[src/rtl/alu_sequencer_pkg.sv]
// Shared definitions for alu_sequencer: FSM state encoding, ALU opcode names
// and the opcode-class helpers used to steer completion pulses.
package alu_sequencer_pkg;

    typedef enum logic [1:0] {
        ST_IDLE  = 2'd0,
        ST_ISSUE = 2'd1,
        ST_WAIT  = 2'd2,
        ST_DONE  = 2'd3
    } state_e;

    typedef enum logic [3:0] {
        OP_ADD  = 4'd0,
        OP_SUB  = 4'd1,
        OP_AND  = 4'd2,
        OP_OR   = 4'd3,
        OP_MULT = 4'd4,
        OP_XOR  = 4'd5,
        OP_NOR  = 4'd6,
        OP_RST  = 4'd7,
        OP_BE   = 4'd8,
        OP_BNE  = 4'd9,
        OP_BLT  = 4'd10,
        OP_BGT  = 4'd11,
        OP_BLE  = 4'd12,
        OP_BGE  = 4'd13,
        OP_SLT  = 4'd14,
        OP_LILO = 4'd15
    } op_e;

    function automatic logic is_branch(input int unsigned op);
        return (op >= int'(OP_BE)) && (op <= int'(OP_BGE));
    endfunction

    function automatic logic is_wb(input int unsigned op);
        return (op <= int'(OP_RST)) || (op == int'(OP_SLT)) || (op == int'(OP_LILO));
    endfunction

    // Only ADD and MULT report a meaningful upper word; the ALU leaves it undefined otherwise.
    function automatic logic has_upper_word(input int unsigned op);
        return (op == int'(OP_ADD)) || (op == int'(OP_MULT));
    endfunction

endpackage

[src/rtl/alu_seq_target.sv]
// Combinational branch-target adder: pc + 4 + (word offset << 2), wrapping modulo 2^n.
module alu_seq_target #(
    parameter int n = 32
) (
    input  logic [n-1:0] i_pc,
    input  logic [n-1:0] i_offset,
    output logic [n-1:0] o_target
);

    localparam logic [n-1:0] c_four = n'(4);

    assign o_target = i_pc + c_four + (i_offset << 2);

endmodule

[src/rtl/alu_sequencer.sv]
// Issue/complete controller in front of the registered ALU: accept, issue, wait for the
// ALU result edge, then emit a writeback, branch or error pulse. Optional macro ALU_SEQ_HILO_EN adds the hi register.
`ifndef WORDSIZE
`define WORDSIZE 32
`endif
`ifndef CW
`define CW 4
`endif

module alu_sequencer
    import alu_sequencer_pkg::*;
#(
    parameter int n   = `WORDSIZE,
    parameter int c_w = `CW,
    parameter int r_w = 5
) (
    input  logic           clk,
    input  logic           rst,
    input  logic           req_valid,
    output logic           req_ready,
    input  logic [c_w-1:0] req_aluop,
    input  logic [n-1:0]   req_a,
    input  logic [n-1:0]   req_b,
    input  logic [r_w-1:0] req_rd,
    input  logic [n-1:0]   req_pc,
    input  logic [n-1:0]   req_offset,
    output logic [n-1:0]   alu_src1,
    output logic [n-1:0]   alu_src2,
    output logic [c_w-1:0] alu_op,
    input  logic [n-1:0]   alu_dest,
    input  logic           alu_zero,
    input  logic [n-1:0]   alu_overflow,
    output logic           wb_valid,
    output logic [r_w-1:0] wb_rd,
    output logic [n-1:0]   wb_data,
    output logic           br_valid,
    output logic           br_taken,
    output logic [n-1:0]   br_target,
    output logic           ovf_flag,
    output logic           err,
`ifdef ALU_SEQ_HILO_EN
    output logic [n-1:0]   hi,
`endif
    output logic           busy
);

    state_e         r_state;
    state_e         w_state_next;
    logic           w_accept;
    logic [r_w-1:0] r_rd;
    logic [n-1:0]   w_target;
    int unsigned    w_op_idx;
    logic           w_is_wb;
    logic           w_is_br;
    logic           w_upper_op;

    assign req_ready  = (r_state == ST_IDLE);
    assign busy       = (r_state != ST_IDLE);
    assign w_accept   = req_valid && req_ready;
    // alu_op holds the latched opcode for the whole operation, so it doubles as the class selector.
    assign w_op_idx   = 32'(alu_op);
    assign w_is_wb    = is_wb(w_op_idx);
    assign w_is_br    = is_branch(w_op_idx);
    assign w_upper_op = has_upper_word(w_op_idx);

    alu_seq_target #(.n(n)) u_target (
        .i_pc     (req_pc),
        .i_offset (req_offset),
        .o_target (w_target)
    );

    always_ff @(posedge clk or posedge rst) begin
        if (rst) begin
            r_state <= ST_IDLE;
        end else begin
            r_state <= w_state_next;
        end
    end

    always_comb begin
        w_state_next = r_state;
        case (r_state)
            ST_IDLE:  if (w_accept) w_state_next = ST_ISSUE;
            ST_ISSUE: w_state_next = ST_WAIT;
            ST_WAIT:  w_state_next = ST_DONE;
            ST_DONE:  w_state_next = ST_IDLE;
            default:  w_state_next = ST_IDLE;
        endcase
    end

    always_ff @(posedge clk or posedge rst) begin
        if (rst) begin
            alu_src1  <= '0;
            alu_src2  <= '0;
            alu_op    <= c_w'(OP_RST);
            r_rd      <= '0;
            br_target <= '0;
            wb_valid  <= 1'b0;
            wb_rd     <= '0;
            wb_data   <= '0;
            br_valid  <= 1'b0;
            br_taken  <= 1'b0;
            ovf_flag  <= 1'b0;
            err       <= 1'b0;
`ifdef ALU_SEQ_HILO_EN
            hi        <= '0;
`endif
        end else begin
            wb_valid <= 1'b0;
            br_valid <= 1'b0;
            ovf_flag <= 1'b0;
            err      <= 1'b0;
            if (w_accept) begin
                alu_src1  <= req_a;
                alu_src2  <= req_b;
                alu_op    <= req_aluop;
                r_rd      <= req_rd;
                br_target <= w_target;
            end
            // The edge leaving WAIT is the first one at which the ALU result is valid.
            if (r_state == ST_WAIT) begin
                wb_valid <= w_is_wb && (r_rd != '0);
                br_valid <= w_is_br;
                err      <= !w_is_wb && !w_is_br;
                ovf_flag <= w_upper_op ? (|alu_overflow) : 1'b0;
                if (w_is_wb) begin
                    wb_data <= alu_dest;
                    wb_rd   <= r_rd;
                end
                if (w_is_br) begin
                    br_taken <= alu_zero;
                end
`ifdef ALU_SEQ_HILO_EN
                if (w_op_idx == int'(OP_MULT)) begin
                    hi <= alu_overflow;
                end
`endif
            end
        end
    end

endmodule

[config.mk]
export PLATFORM = sky130hd
export DESIGN_NAME = alu_sequencer
export DESIGN_NICKNAME = d
export VERILOG_FILES = /design/src/rtl/alu_sequencer_pkg.sv /design/src/rtl/alu_seq_target.sv /design/src/rtl/alu_sequencer.sv
export SDC_FILE = /design/constraint.sdc
export NUM_CORES = 1
export LEC_CHECK = 0
export BUFFER_PORTS_ARGS = -buffer_cell sky130_fd_sc_hd__buf_2
export CORE_MARGIN = 5
export CORE_UTILIZATION = 43
export DETAILED_ROUTE_END_ITERATION = 12
export PLACE_DENSITY = 0.78
export REMOVE_ABC_BUFFERS = 1
export SETUP_SLACK_MARGIN = 0.05
export SLEW_MARGIN = 40
export SYNTH_ARGS = -nofsm -noshare
export SYNTH_HDL_FRONTEND = slang
export SYNTH_SLANG_ARGS = --single-unit
export TNS_END_PERCENT = 5
[constraint.sdc]
create_clock -name clk -period 4.7 [get_ports clk]
set_clock_uncertainty 0.15 [all_clocks]
set_input_delay 0.705 -clock clk [delete_from_list [all_inputs] [get_ports clk]]
set_output_delay 0.705 -clock clk [all_outputs]
set_load 0.03 [all_outputs]
## Word level (Yosys, flattened, before mapping)

Index checks and enable logic that the tools add are counted.

| storage, ports and cells | value |
|---|---|
| logic and storage cells | 48 |
| bits in registers | 149 |
| input port bits | 205 |
| output and inout port bits | 144 |

| operators by class | value |
|---|---|
| eq/ne operators | 7 |
| add/subtract/negate cells | 2 |
| reductions and logical operators | 16 |
| mux-type cells | 7 |
| $lt $le $gt $ge | 3 |

Operator list:

| operator | number |
|---|---|
| $add 32x3->32 const B | 1 |
| $add 32x32->32 | 1 |
| $logic_not 32->1 | 1 |
| $reduce_or 32->1 | 1 |
| $eq 4x4->1 const B | 2 |
| $pmux 2 s4 | 1 |
| $mux 1 | 5 |
| $reduce_bool 5->1 | 1 |
| $eq 2x2->1 const B | 2 |
| $eq 4x3->1 const B | 1 |
| $ge 4x4->1 const B | 1 |
| $le 4x3->1 const B | 1 |
| $le 4x4->1 const B | 1 |
| $logic_and 1x1->1 | 4 |
| $reduce_and 2->1 | 2 |
| $logic_or 1x1->1 | 3 |
| $eq 2x1->1 const B | 1 |
| $logic_not 1->1 | 2 |
| $logic_not 2->1 | 1 |
| $mux 2 | 1 |
| $ne 2x1->1 const B | 1 |
| $reduce_bool 2->1 | 1 |

## Logic depth before layout (Yosys ltp)

| depth | value |
|---|---|
| depth after elaboration | 6 |
| depth in mapped cells | 12 |
| mapped depth without buffers | 12 |

## Hierarchy

Synthesis repeated with hierarchy kept, for this count alone.

| second synthesis, totals | value |
|---|---|
| cells, all modules | 576 |
| area total of the unflattened synthesis | 7606.0 µm² |

By module, submodules not included:

| module | times used | area an instance (µm²) | seq. area each (µm²) | cells each |
|---|---|---|---|---|
| alu_sequencer | 1 | 5724.2 | 3732.3 | 338 |
| alu_seq_target | 1 | 1881.8 | 0.0 | 238 |

## Worst setup path before layout

OpenSTA, ideal clock, no wires.

| timing path | value |
|---|---|
| path kind | input port to flip-flop |
| start point | in req_pc[3] |
| end point | reg br_target[27] |
| setup slack | 1537 ps |
| setup time | 126 ps |
| cell stages on the path | 10 |
| data arrival time | 2887 ps |
| path buffers | 0 |
| data required time | 4424 ps |
| cell sequence | ha_1 -> ha_1 -> fa_1 -> a211oi_1 -> o211ai_1 -> a31oi_1 -> o221ai_1 -> a21oi_1 -> xor2_1 -> o21ai_0 |

| between the ends | value |
|---|---|
| longest elaborated chain between the ends | 2 |

Ends and longest elaborated chain:

| item | line | text |
|---|---|---|
| start: declaration | alu_sequencer.sv:25 | `input logic [n-1:0] req_pc,` |
| $add 32x3->32 | alu_seq_target.sv:12 | `assign o_target = i_pc + c_four + (i_offset << 2);` |
| $add 32x32->32 | alu_seq_target.sv:12 |  |
| end signal: assignment | alu_sequencer.sv:118 | `br_target <= w_target;` |
| end: declaration | alu_sequencer.sv:38 | `output logic [n-1:0] br_target,` |

No other way between the ends.
A chain may end at the register's enable or synchronous reset.

## Final worst setup path

Same ends and word-level chain as after synthesis.

==> results.ini <==
[run_status]
outcome = finished clean

[detailed_routing]
drc_errors = 0
final_antenna_net_count = 0
wl_mm = 23.1
num_vias = 6763
wl_per_cell_um = 17.0
firstDrtPassIters = 4
viasPerCell = 4.98
drtIter0Drc = 317

[logic_synthesis]
synth_edf_count = 0
syn_area_um2 = 7500
synth_seq_cells = 149
netlist_instances = 781
ys_seq_area_share_pct = 49.8
async_flop_share_pct = 100
ys_warn_count = 0
synth_cell_types = 51
syn_avg_cell_area_um2 = 9.60
ys.flop_type = dfrtp_1

[grt]
overflow = 0
grt_max_degree = 100
track_usage_pct = 22.4
antenna_found_initial = 1
grt_pass1_vias = 6952
grt_first_pass_wirelength_mm = 35.7

[timing]
setup-tns-final_ns = 0
drv_slew = 0
period_share_pct = 69.5
fmax_mhz = 306
fin_crit_ns = 3.26
worst_pin_slew_ns = 0.696
grt_setup_unrepaired = false
final.setup.worst_slack_ns = 1.44
hold_viol = 0
maxSlewHeadroom_pct = 53.6
setup_viol = 0
holdWs_ns = 0.249

[floorplan]
dieArea_um2 = 20200
std_cell_rows = 48
start_util_pct = 43.7
die_h_um = 142
coreArea_um2 = 17200
dieWidth_um = 142
ios = 349

[finish]
fillers = 1501
final_cell_mix = buf_2 (346), nand2_1 (279), dfrtp_1 (146), ha_1 (59), mux2_2 (40)
layout-drive-gt1-share_pct = 38.6
fin_nets = 1385
post-route-util_pct = 58.5
final_common_cell = buf_2
syn2layout_area_growth_pct = 34.1
diodes = 0

[run]
cap_violations = 0

[place]
numPortBuffers = 346
pre_cts_slack_ns = 1.01
hpwl_mm = 17.9
place.gp.congestion = 0.917

[critical_path]
cpMostUsedCell = ha_1
criticalPathCategory = in -> reg
cpLargestDelayFamily = compound AO/OA/AOI/OAI gates
r2r_cells = 6
cp_num_buf_inv = 1
cp_data_arrival_time_ns = 3.39
cp_num_cells = 11
end_kind = flop
cp_max_fo = 4
crit_slowest_cell = fa_1
path_cells = buf_2 > ha_1 > ha_1 > fa_1 > a211oi_1 > o211ai_1 > a31oi_1 > o221ai_1 > a21oi_1 > xor2_1 > o21ai_0
worstSetupStartpointType = input pin
slowest_delay_ns = 0.42
critPathRequiredTime_ns = 4.82

[power_and_ir_drop]
clockPowerShare_pct = 19.9
pwr-share-seq_pct = 31.7
power_frac_comb_pct = 48.4
peakVddDrop_v = 0.000518
p_leak_nw = 5.55
power.density_nw_per_um2 = 697
swShare_pct = 46.5
p_total_w = 0.00701
power.switching_w = 0.00326
internal_power_w = 0.00375

[clocking]
post_cts_resized = 0
h-tree-depth = 4
ctsHoldBuffers = 0
root_buffer = clkbuf_16
cts_sinks = 149
clk_pin_slew_ns = 0.06
clockBufferDepth = 2
cts_tree = yes
post-cts-setup-buffers = 0
cts_made_buffers = 17
clk_latency_ns = 0.41

[worst_hold_path]
hold_class = in -> async

## Yosys cell counts, types with 2 or more instances
library cell    n  area share (%)
a21o_1         15             1.5
a21oi_1        31             2.1
a22oi_1         2            0.20
a31oi_1         5            0.42
and2_1          3            0.25
and3_1          5            0.42
buf_6           3            0.45
clkbuf_1       28             1.4
dfrtp_1       146              49
dfstp_2         3             1.1
ha_1           59             9.8
inv_1          10            0.50
mux2_2         40             6.0
nand2_1       280              14
nand2b_1        2            0.17
nand3_1        12            0.80
nand4_1         9            0.75
nor2_1         16            0.80
nor2b_1         2            0.17
nor3_1          3            0.20
nor4_1          8            0.67
o211ai_1        6            0.60
o21a_1          2            0.20
o21ai_0        38             2.5
o221ai_1        2            0.23
or3_1           2            0.17
or4_1           2            0.20
xnor2_1        15             1.8
xor2_1         10             1.2
## flip-flops by register name, summed over array words and instances (netlist names)
register / cells
ovf_flag: 1
br_target: 32
r_rd: 5
br_taken: 1
wb_rd: 5
alu_src1: 32
br_valid: 1
wb_valid: 1
r_state: 2
err: 1
alu_src2: 32
wb_data: 32
alu_op: 4
## routing by layer
metal | wire, um | global-route usage, % | vias to the layer above
met4 | 958 | 10.8 | 0
met3 | 1330 | 3.93 | 51
met2 | 12200 | 40.6 | 250
met1 | 8600 | 25.5 | 3122
met5 | 0 | 0 | -
li1 | - | - | 3340
## worst paths after layout
kind / slack (ns) / end / startpoint
max in group asynchronous: 3.25 / err$_DFF_PP0_ / rst
min in group clk: 0.32 / alu_op[0]$_DFFE_PP1P_ / alu_op[0]$_DFFE_PP1P_
min: 0.25 / alu_src2[6]$_DFFE_PP0P_ / rst
max reg2reg: 2.48 / alu_src1[12]$_DFFE_PP0P_ / r_state[0]$_DFFE_PP0P_
max: 1.44 / br_target[27]$_DFFE_PP0P_ / req_pc[3]
min reg2reg: 0.32 / alu_op[0]$_DFFE_PP1P_ / alu_op[0]$_DFFE_PP1P_
## cell families (layout without fill, tap and decap cells)
group / count (synthesis) / count (layout) / share of synthesized area [%]
other cells: 1 / 1 / 0.0500
buf+inv: 42 / 394 / 2.42
fa+ha+maj: 60 / 60 / 10.1
mux: 40 / 40 / 6.01
compound gates: 115 / 115 / 9.58
simple gates: 349 / 349 / 19.2
xor+xnor: 25 / 25 / 2.92
flops: 149 / 149 / 49.8
## power by group through the flow
stage / Clock, W / Combinational (W) / Sequential (W)
global route: 0.00149 / 0.00364 / 0.00229
finish: 0.00139 / 0.00339 / 0.00222
CTS: 0.00143 / 0.00343 / 0.00222
global placement: 0 / 0.00335 / 0.00221
floorplan: 0 / 0.00113 / 0.00336
detailed placement: 0 / 0.00341 / 0.00224
## through the flow
stage / std cells / area (um2)
3_5_place_dp: 1326 / 9430
3_3_place_gp: 1326 / 9430
6_report: 1358 / 10100
5_1_grt: 1358 / 10100
4_1_cts: 1358 / 10000
2_1_floorplan: 749 / 7360
## area by class of cell
cell class,instances,area (um2),area share (%)
clock buffer,17,425,4.23
inverter,10,45.0,0.448
tap,225,282,2.80
multi-input combinational,590,3600,35.8
timing repair buffer,352,1780,17.7
sequential,149,3730,37.1
clock inverter,15,190,1.89
(Power assumes the default switching activity.)
